`config.mk`:
```
export PLATFORM = sky130hd
export DESIGN_NAME = regfile_wb_arbiter
export DESIGN_NICKNAME = d
export VERILOG_FILES = /design/src/rtl/regfile_wb_arbiter.sv
export SDC_FILE = /design/constraint.sdc
export NUM_CORES = 1
export LEC_CHECK = 0
export CORE_UTILIZATION = 28
export DETAILED_ROUTE_END_ITERATION = 6
export PLACE_DENSITY = 0.68
export RECOVER_POWER = 100
export SLEW_MARGIN = 20
export SYNTH_ARGS = -nofsm -noshare
export SYNTH_HDL_FRONTEND = slang
export SYNTH_SLANG_ARGS = --single-unit
```
`constraint.sdc`:
```
create_clock -name clk -period 6 [get_ports clk]
set_clock_uncertainty 0.05 [all_clocks]
set_input_delay 1.5 -clock clk [delete_from_list [all_inputs] [get_ports clk]]
set_output_delay 1.5 -clock clk [all_outputs]
set_load 0.02 [all_outputs]
```
`src/rtl/regfile_wb_arbiter.sv`:
```
// Round-robin arbiter for the register-file write port, with a per-register pending scoreboard.
// Write port is registered (1 cycle after accept); readies are combinational, at most one per cycle, and 0 in reset.
module regfile_wb_arbiter #(
  parameter int DATA_W = 32,
  parameter int ADDR_W = 4,
  parameter int CNT_W  = 16
) (
  input  logic                 clk,
  input  logic                 rst,
  input  logic                 wb0_valid,
  input  logic [ADDR_W-1:0]    wb0_dir,
  input  logic [DATA_W-1:0]    wb0_data,
  output logic                 wb0_ready,
  input  logic                 wb1_valid,
  input  logic [ADDR_W-1:0]    wb1_dir,
  input  logic [DATA_W-1:0]    wb1_data,
  output logic                 wb1_ready,
  input  logic                 mark_valid,
  input  logic [ADDR_W-1:0]    mark_dir,
  input  logic [ADDR_W-1:0]    dirA,
  input  logic [ADDR_W-1:0]    dirB,
  output logic                 busyA,
  output logic                 busyB,
  output logic                 reg_write,
  output logic [ADDR_W-1:0]    dir_WR,
  output logic [DATA_W-1:0]    data_in,
  output logic [2**ADDR_W-1:0] pending,
  output logic [CNT_W-1:0]     conflict_cnt
);

  localparam int NREG = 2**ADDR_W;

  typedef struct packed {
    logic [ADDR_W-1:0] dir;
    logic [DATA_W-1:0] data;
  } wr_t;

  logic             last_grant_q, last_grant_d;
  logic             reg_write_q, reg_write_d;
  wr_t              wr_q, wr_d;
  logic [NREG-1:0]  pending_q, pending_d;
  logic [CNT_W-1:0] cnt_q, cnt_d;

  logic grant0, grant1, xfer;
  wr_t  win;

  // last_grant_q == 1 means req1 won last time, so req0 takes the next conflict.
  always_comb begin
    grant0    = wb0_valid & (~wb1_valid | last_grant_q);
    grant1    = wb1_valid & (~wb0_valid | ~last_grant_q);
    wb0_ready = grant0 & ~rst;
    wb1_ready = grant1 & ~rst;
    xfer      = wb0_ready | wb1_ready;
    win.dir   = wb0_ready ? wb0_dir  : wb1_dir;
    win.data  = wb0_ready ? wb0_data : wb1_data;
  end

  always_comb begin
    reg_write_d  = xfer;
    wr_d         = xfer ? win : wr_q;
    last_grant_d = xfer ? wb1_ready : last_grant_q;

    // Clear first, then mark: a newer producer on the same register keeps it pending.
    pending_d = pending_q;
    if (xfer) begin
      pending_d[win.dir] = 1'b0;
    end
    if (mark_valid) begin
      pending_d[mark_dir] = 1'b1;
    end

    cnt_d = cnt_q;
    if (wb0_valid && wb1_valid && (cnt_q != {CNT_W{1'b1}})) begin
      cnt_d = cnt_q + 1'b1;
    end
  end

  always_ff @(posedge clk) begin
    if (rst) begin
      last_grant_q <= 1'b1;
      reg_write_q  <= 1'b0;
      wr_q         <= '0;
      pending_q    <= '0;
      cnt_q        <= '0;
    end else begin
      last_grant_q <= last_grant_d;
      reg_write_q  <= reg_write_d;
      wr_q         <= wr_d;
      pending_q    <= pending_d;
      cnt_q        <= cnt_d;
    end
  end

  // No bypass: the issue stage sees a clear in the same cycle the data is written.
  assign busyA        = pending_q[dirA];
  assign busyB        = pending_q[dirB];
  assign reg_write    = reg_write_q;
  assign dir_WR       = wr_q.dir;
  assign data_in      = wr_q.data;
  assign pending      = pending_q;
  assign conflict_cnt = cnt_q;

endmodule

```
==> impl_metrics.tcl, run 1 <==
set metrics [dict create \
    drv_slew 77 \
    synthFlopType "dfxtp_1" \
    async_reset_ff_share_pct 0 \
    yosys.area.top_type "dfxtp_1" \
    fin_hold_ws_ns 0.4002 \
    grt_max_degree 77 \
    portBuffers 161 \
    grt_pass1_wl_um 16570 \
    cp.required_ns 4.45 \
    pwr_density_cell_nw_per_um2 231.9 \
    wl_per_cell_um 15.38 \
    yosys-top-cells-count "dfxtp_1, nand2_1, a21oi_1" \
    synth_most_common_cell "dfxtp_1" \
    drt_iter0_markers 186 \
    drcViolationCount 28 \
    min_period_over_period_pct 88.21 \
    outcome "finished with violations" \
    crit_type "input port to output pin" \
    die_w_um 111.1 \
    grt-ovfl-total 0 \
    cts_resized 0 \
    slew_headroom_pct -17.84 \
    instances_no_fill 674 \
    maxCapViolCount 2 \
    yosysUniqueCellTypes 47 \
    hold_viol 0 \
    placed_cell_area_um2 5039 \
    cts_buffers 9 \
    min_path_type "register to register" \
    arrival_ns 3.74 \
    clk_latency_ns 0.32 \
    holdPathStages 2 \
    violations "DRC, capacitance limit, slew limit" \
    r2r_start "last_grant_q" \
    syn-cell-area_um2 3334 \
    row_count 39 \
    r2r_setup_slack_ns 2.41 \
    grt_pass1_vias 3341 \
    vdd_drop_max_uv 102.2 \
    cts_setup_buffers 0 \
    nFillCells 1112 \
    placed_cells_incl_taps 658 \
    nets 616 \
    grt_antenna_before_repair 0 \
    min_to "data_in[26]" \
    regArea_um2 1401 \
    gp_congestion 0.7940 \
    cts_max_path_buffers 2 \
    busiest_layer "met2" \
    use_met3_pct 4.811 \
    cp-end-kind "output pin" \
    max_freq_mhz 188.9 \
    firstDrtPassIters 6 \
    cts.sinks 70 \
    vias 3367 \
    core_area_um2 11520 \
    tns_ns 0 \
    ys_ff_latch 70 \
    yosysWarnings 0 \
    p_leak_nw 2.044 \
    floorplan.initialDensity_pct 28.95 \
    fp.dieH_um 111.1 \
    rsz0062_at_grt "false" \
    grt_usage_pct 16.69 \
    met2_usage_pct 29.18 \
    cts_max_level 3 \
    syn_area_per_cell_um2 8.964 \
    ctsHoldBuffers 0 \
    synthTopCellsByArea "dfxtp_1, a22oi_1, mux4_2" \
    total_power_w 0.001233 \
    cts-root-buf "clkbuf_16" \
    ios 162 \
    seq_area_frac_synth_pct 42.03 \
    hold_start "data_in[26]" \
    detail_route.wirelength_um 10370 \
    finalSetupViolCount 0 \
    netlist.area_leader.share_pct 42.03 \
    cts_tree "yes" \
    cp-startpoint "dirB[0]" \
    fin_area_um2 5318 \
    diodes 0 \
    r2r-end "data_in[1]" \
    area_delta_synth_final_pct 59.47 \
    reg2reg_depth 8 \
    clk_pin_slew_ns 0.06 \
    period_needed_ns 5.293 \
    worst_pin_slew_ns 1.768 \
    drive_gt1_share_pct 6.215 \
    mappedNetlistNets 462 \
    worst_setup_path_start_kind "input port" \
    dp_hpwl_um 7644 \
    use_met1_pct 19.57 \
    crit_path_max_fanout 4 \
    netlist_instances 372 \
    viasPerCell 4.996 \
    drt.antenna.violating_nets 0 \
    multi_input_area_um2 1763 \
    die_area_um2 12350 \
    synth_edf_count 0 \
]
==> critical path: stages <==
cell	delay (ns)
dlygate4sd3_1	0.70
mux4_2	0.54
mux4_2	0.46
clkdlybuf4s50_1	0.55
==> stage by stage <==
| step | util, % | setup slack, ns |
|---|---|---|
| final | 46.18 | 0.7074 |
| after detailed placement | 43.75 | 0.7667 |
| after global routing | 46.18 | 0.5272 |
| after floorplan | - | 1.945 |
| after global placement | 43.75 | 0.8035 |
| after CTS | 46.34 | 0.7620 |
==> final cells by class <==
type / instances / area share [%]
Multi-Input combinational cell: 267 / 33.15
Inverter: 13 / 0.9176
Clock inverter: 7 / 1.365
Clock buffer: 9 / 4.235
Sequential cell: 70 / 26.35
Tap cell: 143 / 3.365
Timing Repair Buffer: 165 / 30.61
==> cell families (layout without fill, tap and decap cells) <==
| logic type | after synthesis | count (layout) | synth area share, % |
|---|---|---|---|
| adders and majority gates | 1 | 1 | 0.3752 |
| muxes | 19 | 19 | 9.494 |
| and+or+nand+nor | 118 | 118 | 17.97 |
| xor gates and xnor gates | 11 | 11 | 2.889 |
| buffers and inverters | 35 | 194 | 4.878 |
| AOI/OAI and AO/OA | 118 | 118 | 22.36 |
| DFF | 70 | 70 | 42.03 |
==> how the worst max path moves through the flow <==
stage                  endpoint  depth (start not counted)  slack, ns
floorplan                 busyA                          2       1.95
global placement          busyA                          4       0.80
detailed placement        busyA                          4       0.77
CTS                       busyA                          4       0.76
global route        data_in[19]                          9       0.53
finish                    busyB                          4       0.71
==> per-layer routing <==
layer	part of all wire, %	up-vias	wire [µm]
met5	0	-	0
met4	1.0	0	104
met3	7.9	10	821
met2	49	119	5116
met1	42	1577	4327
li1	-	1661	-
==> registers in the layout, indices dropped and copies added (netlist names) <==
register and flops:
dir_WR 4, conflict_cnt 16, last_grant_q 1, pending 16, reg_write 1, data_in 32
==> power by group <==
part           leakage, nW  switching [W]  internal, W  total [W]
clock                0.142       0.000205     0.000322   0.000527
combinational         1.33      0.0000996     0.000109   0.000208
sequential           0.571      0.0000119     0.000486   0.000498
==> placed cells by master (no fill, tap or decap), types with 3 or more instances in the layout <==
| cell | n |
|---|---|
| a211oi_1 | 7 |
| a21oi_1 | 42 |
| a22oi_1 | 34 |
| and3_1 | 5 |
| clkbuf_1 | 3 |
| clkbuf_16 | 9 |
| clkdlybuf4s50_1 | 86 |
| dfxtp_1 | 70 |
| dlygate4sd3_1 | 74 |
| inv_1 | 13 |
| mux2i_1 | 8 |
| mux4_2 | 10 |
| nand2_1 | 43 |
| nand3_1 | 7 |
| nand3b_1 | 3 |
| nor2_1 | 22 |
| nor2b_1 | 19 |
| o21ai_0 | 18 |
| o32ai_1 | 6 |
| xnor2_1 | 11 |
No activity file was read; power rests on OpenSTA's default activity.
==> inputs of run 2 (changes only) <==
CORE_ASPECT_RATIO = 2   (was default)
SLEW_MARGIN = default   (was 20)
==> run 2 against run 1 <==
Compared with the run above:
- worst hold slack got worse by 0.0020 ns
- routed wire length increased by 8.6%
- sequential power about the same
- non-clock buffer count unchanged
- total power increased by 6.3%
- critical path type unchanged
- sequential share of layout area decreased by 0.22 points
- via count increased by 1.7%
- clock-buffer cell count increased by 1
- die area increased by 0.22%
- worst setup slack got worse by 0.025 ns
- the flow finishes with violations (capacitance limit, slew limit)
==> impl_metrics.tcl, run 2 (synthesized netlist as in run 1, its figures left out) <==
set metrics [dict create \
    cts_setup_buffers 0 \
    mostFrequentLayoutCells "clkdlybuf4s50_1, dlygate4sd3_1, dfxtp_1" \
    drcViolationCount 0 \
    largest_reg_flops 32 \
    nets 616 \
    cts_max_level 3 \
    detail_route.wirelength_um 11260 \
    switching_share_pct 23.70 \
    regArea_um2 1401 \
    cts.sinks 70 \
    area_delta_synth_final_pct 60.79 \
    ctsHoldBuffers 0 \
    place_ws_ns 0.7484 \
    multi_input_area_um2 1765 \
    placed_cell_area_um2 5041 \
    min_path_type "register to register" \
    grt_antenna_before_repair 0 \
    wl_per_cell_um 16.66 \
    firstDrtPassIters 4 \
    diodes 0 \
    worst_pin_slew_ns 3.198 \
    drt.antenna.violating_nets 0 \
    crit_path_max_fanout 4 \
    maxCapViolCount 2 \
    portBuffers 161 \
    min_period_over_period_pct 88.63 \
    nFillCells 1147 \
    power_switching_w 0.0003107 \
    drv_slew 115 \
    finalSetupViolCount 0 \
    clk_latency_ns 0.33 \
    pwr_density_cell_nw_per_um2 244.5 \
    outcome "finished with violations" \
    violations "capacitance limit, slew limit" \
    grt_usage_pct 18.31 \
    cts_tree "yes" \
    pwr-share-seq_pct 38.0 \
    worst_slack_ns 0.6823 \
    cts_buffers 9 \
    grt_pass1_wl_um 17110 \
    grt_pass1_vias 3361 \
    dp_hpwl_um 8603 \
    tns_ns 0 \
    cts_max_path_buffers 2 \
    p_leak_nw 2.061 \
    row_count 56 \
    period_needed_ns 5.318 \
    fp.dieH_um 156.3 \
    slew_headroom_pct -113.2 \
    worst_setup_path_start_kind "input port" \
    core_area_um2 11630 \
    cp.required_ns 4.45 \
    intPower_w 0.001000 \
    viasPerCell 5.065 \
    arrival_ns 3.77 \
    layout_commonest_cell "clkdlybuf4s50_1" \
    combPwrFrac_pct 16.1 \
    clk_pin_slew_ns 0.05 \
    floorplan.initialDensity_pct 28.67 \
    drt_iter0_markers 135 \
    die_area_um2 12380 \
    grt_max_degree 76 \
    max_freq_mhz 188.1 \
    die_w_um 79.17 \
    clockPowerShare_pct 45.9 \
    vdd_drop_max_uv 163.0 \
    ios 162 \
    fin_area_um2 5361 \
    hold_viol 0 \
    utilization_pct 46.10 \
    grt-ovfl-total 0 \
    drive_gt1_share_pct 6.215 \
    cts-root-buf "clkbuf_16" \
    vias 3424 \
    crit_type "input port to output pin" \
    cts_resized 0 \
    rsz0062_at_grt "false" \
    cp-end-kind "output pin" \
    gp_congestion 0.8448 \
]
run 2: per-stage QoR:
stage | hold slack [ns] | std cells | power (W)
floorplan | 0.4736 | 372 | 0.0006037
global placement | 0.3925 | 660 | 0.0007259
detailed placement | 0.3955 | 660 | 0.0007308
CTS | 0.4036 | 676 | 0.001338
global route | 0.4171 | 676 | 0.001365
finish | 0.3982 | 676 | 0.001311
run 2: per-layer routing:
layer | up-vias | part of all wire [%] | GRT usage (%)
met2 | 116 | 58 | 35.34
met4 | 0 | 4.0 | 10.82
met3 | 34 | 4.5 | 3.848
li1 | 1661 | - | -
met1 | 1613 | 34 | 16.91
met5 | - | 0 | 0
run 2: final cells by class:
class | instances | share of cell area (%)
inverter | 13 | 0.9102
clock inverter | 6 | 2.054
timing repair buffer | 165 | 30.32
multi-input combinational | 267 | 32.93
sequential | 70 | 26.14
clock buffer | 10 | 4.271
tap | 145 | 3.384
run 2: power by group through the flow:
stage / logic [W] / registers (W) / clock network [W]
after floorplan: 0.0000713 / 0.000532 / 0
after global placement: 0.000218 / 0.000508 / 0
after detailed placement: 0.000222 / 0.000509 / 0
after CTS: 0.000222 / 0.000499 / 0.000617
after global routing: 0.000226 / 0.000501 / 0.000637
final: 0.000211 / 0.000498 / 0.000602
run 2: worst paths after layout:
| check | start | endpoint | slack (ns) | cells after the start |
|---|---|---|---|---|
| max reg2reg | last_grant_q | data_in[29] | 2.50 | 8 |
| min | data_in[4] | data_in[4] | 0.40 | 2 |
| min reg2reg | data_in[4] | data_in[4] | 0.40 | 2 |
| max | dirA[0] | busyA | 0.68 | 4 |
run 2: critical path: stages:
cell,delay [ns]
dlygate4sd3_1,0.69
mux4_2,0.55
mux4_2,0.47
clkdlybuf4s50_1,0.55
==> inputs of run 3 (changes only) <==
PLACE_DENSITY = 0.7   (was 0.68)
clock period = 4.35 ns   (was 6 ns; I/O delays follow)
==> run 3 against run 2 <==
Compared with the run above:
- the flow still finishes with violations (capacitance limit, slew limit)
- highest routed layer unchanged
- combinational power rose by 37%
- utilization rose by 0.31 points
- first-iteration DRC count rose by 19%
- clock-buffer cell count did not move
- largest cell class unchanged
- total power rose by 43%
- via count fell by 0.79%
- die area did not move
- cell count rose by 0.15%
- critical path type unchanged
- sequential share of layout area fell by 0.18 points
- final area rose by 0.68%
- non-clock buffer count rose by 1
- register-to-register slack got worse by 0.97 ns
==> impl_metrics.tcl, run 3 (synthesized netlist as in run 1, its figures left out) <==
set metrics [dict create \
    instances_no_fill 677 \
    clk_pin_slew_ns 0.06 \
    core_area_um2 11630 \
    firstDrtPassIters 4 \
    die_w_um 79.17 \
    fin_hold_ws_ns 0.3981 \
    grt_usage_pct 17.39 \
    cp.required_ns 3.21 \
    drt.antenna.violating_nets 0 \
    regArea_um2 1401 \
    drcViolationCount 0 \
    grt-ovfl-total 0 \
    detail_route.wirelength_um 10980 \
    min_to "data_in[15]" \
    cts_max_path_buffers 2 \
    vdd_drop_max_uv 192.8 \
    diodes 0 \
    max_freq_mhz 239.5 \
    clk_latency_ns 0.32 \
    nets 617 \
    crit_type "input port to output pin" \
    rsz0062_at_grt "false" \
    pwr_density_cell_nw_per_um2 347.0 \
    layout_commonest_cell "clkdlybuf4s50_1" \
    cts_buffers 9 \
    slew_headroom_pct -0.6537 \
    viasPerCell 5.018 \
    period_needed_ns 4.176 \
    portBuffers 161 \
    reg2reg_depth 8 \
    drive_gt1_share_pct 6.391 \
    nFillCells 1158 \
    placed_cells_incl_taps 661 \
    holdPathStages 2 \
    r2r_setup_slack_ns 1.53 \
    cts_tree "yes" \
    cp-end-kind "output pin" \
    largest_reg_flops 32 \
    crit_path_max_fanout 4 \
    r2r_start "last_grant_q" \
    tns_ns 0 \
    die_area_um2 12380 \
    dp_hpwl_um 8407 \
    outcome "finished with violations" \
    grt_max_degree 76 \
    maxCapViolCount 1 \
    worst_setup_path_start_kind "input port" \
    cts-root-buf "clkbuf_16" \
    wl_per_cell_um 16.21 \
    p_leak_nw 2.095 \
    area_delta_synth_final_pct 61.88 \
    drv_slew 75 \
    floorplan.initialDensity_pct 28.67 \
    fp.dieH_um 156.3 \
    cts_max_level 3 \
    grt_pass1_wl_um 16570 \
    worst_pin_slew_ns 1.510 \
    hold_viol 0 \
    grt_pass1_vias 3315 \
    min_period_over_period_pct 96.00 \
    total_power_w 0.001873 \
    gp_congestion 0.8077 \
    multi_input_area_um2 1760 \
    violations "capacitance limit, slew limit" \
    cts.sinks 70 \
    drt_iter0_markers 161 \
    mostFrequentLayoutCells "clkdlybuf4s50_1, dlygate4sd3_1, dfxtp_1" \
    finalSetupViolCount 0 \
    ios 162 \
    arrival_ns 3.04 \
    utilization_pct 46.41 \
    hold_start "data_in[15]" \
    min_path_type "register to register" \
    grt_antenna_before_repair 0 \
    cts_setup_buffers 0 \
    row_count 56 \
    r2r-end "data_in[21]" \
    vias 3397 \
]
## run 3: routing by layer
metal / vias to the layer above / track usage, % / wire length [µm] / part of all wire (%)
met5: - / 0 / 0 / 0
li1: 1665 / - / - / -
met3: 15 / 3.965 / 492 / 4.5
met2: 105 / 34.36 / 6395 / 58
met4: 0 / 7.359 / 232 / 2.1
met1: 1612 / 16.42 / 3857 / 35
## run 3: timing repair
item | CTS | global route
gates resized for setup | 2 | 0
hold buffers | 0 | 0
endpoints found under the setup margin | 2 | 0
## run 3: worst max path at each step
stage,start,to,slack [ns],cells after the start
2_1_floorplan,dirA[0],busyA,1.12,2
3_3_place_gp,dirA[0],busyA,-0.04,4
3_5_place_dp,dirB[0],busyB,-0.09,4
4_1_cts,dirA[0],busyA,0.16,4
5_1_grt,dirA[0],busyA,0.09,4
6_report,dirB[1],busyB,0.17,4
## run 3: cell type report
class | count | share of cell area, %
multi-input cells | 267 | 32.61
clock buffers | 10 | 4.427
repair buffers | 166 | 30.27
clock inverters | 6 | 2.457
inverters | 13 | 0.9040
flip-flops and latches | 70 | 25.96
well taps | 145 | 3.361
## run 3: report_power, final
group	switching, W	internal, W
Combinational	0.000140	0.000150
Clock	0.000264	0.000632
Sequential	0.0000166	0.000671
## run 3: stage by stage
stage                     worst slack [ns]  cell area, µm²
after global routing               0.08785            5398
after floorplan                      1.120            3334
after CTS                           0.1627            5418
after detailed placement          -0.08536            5049
final                               0.1738            5398
after global placement            -0.03732            5049
## run 3: critical path: stages
cell and delay, ns:
clkdlybuf4s50_1 0.57, mux4_2 0.34, mux4_2 0.48, clkdlybuf4s50_1 0.56
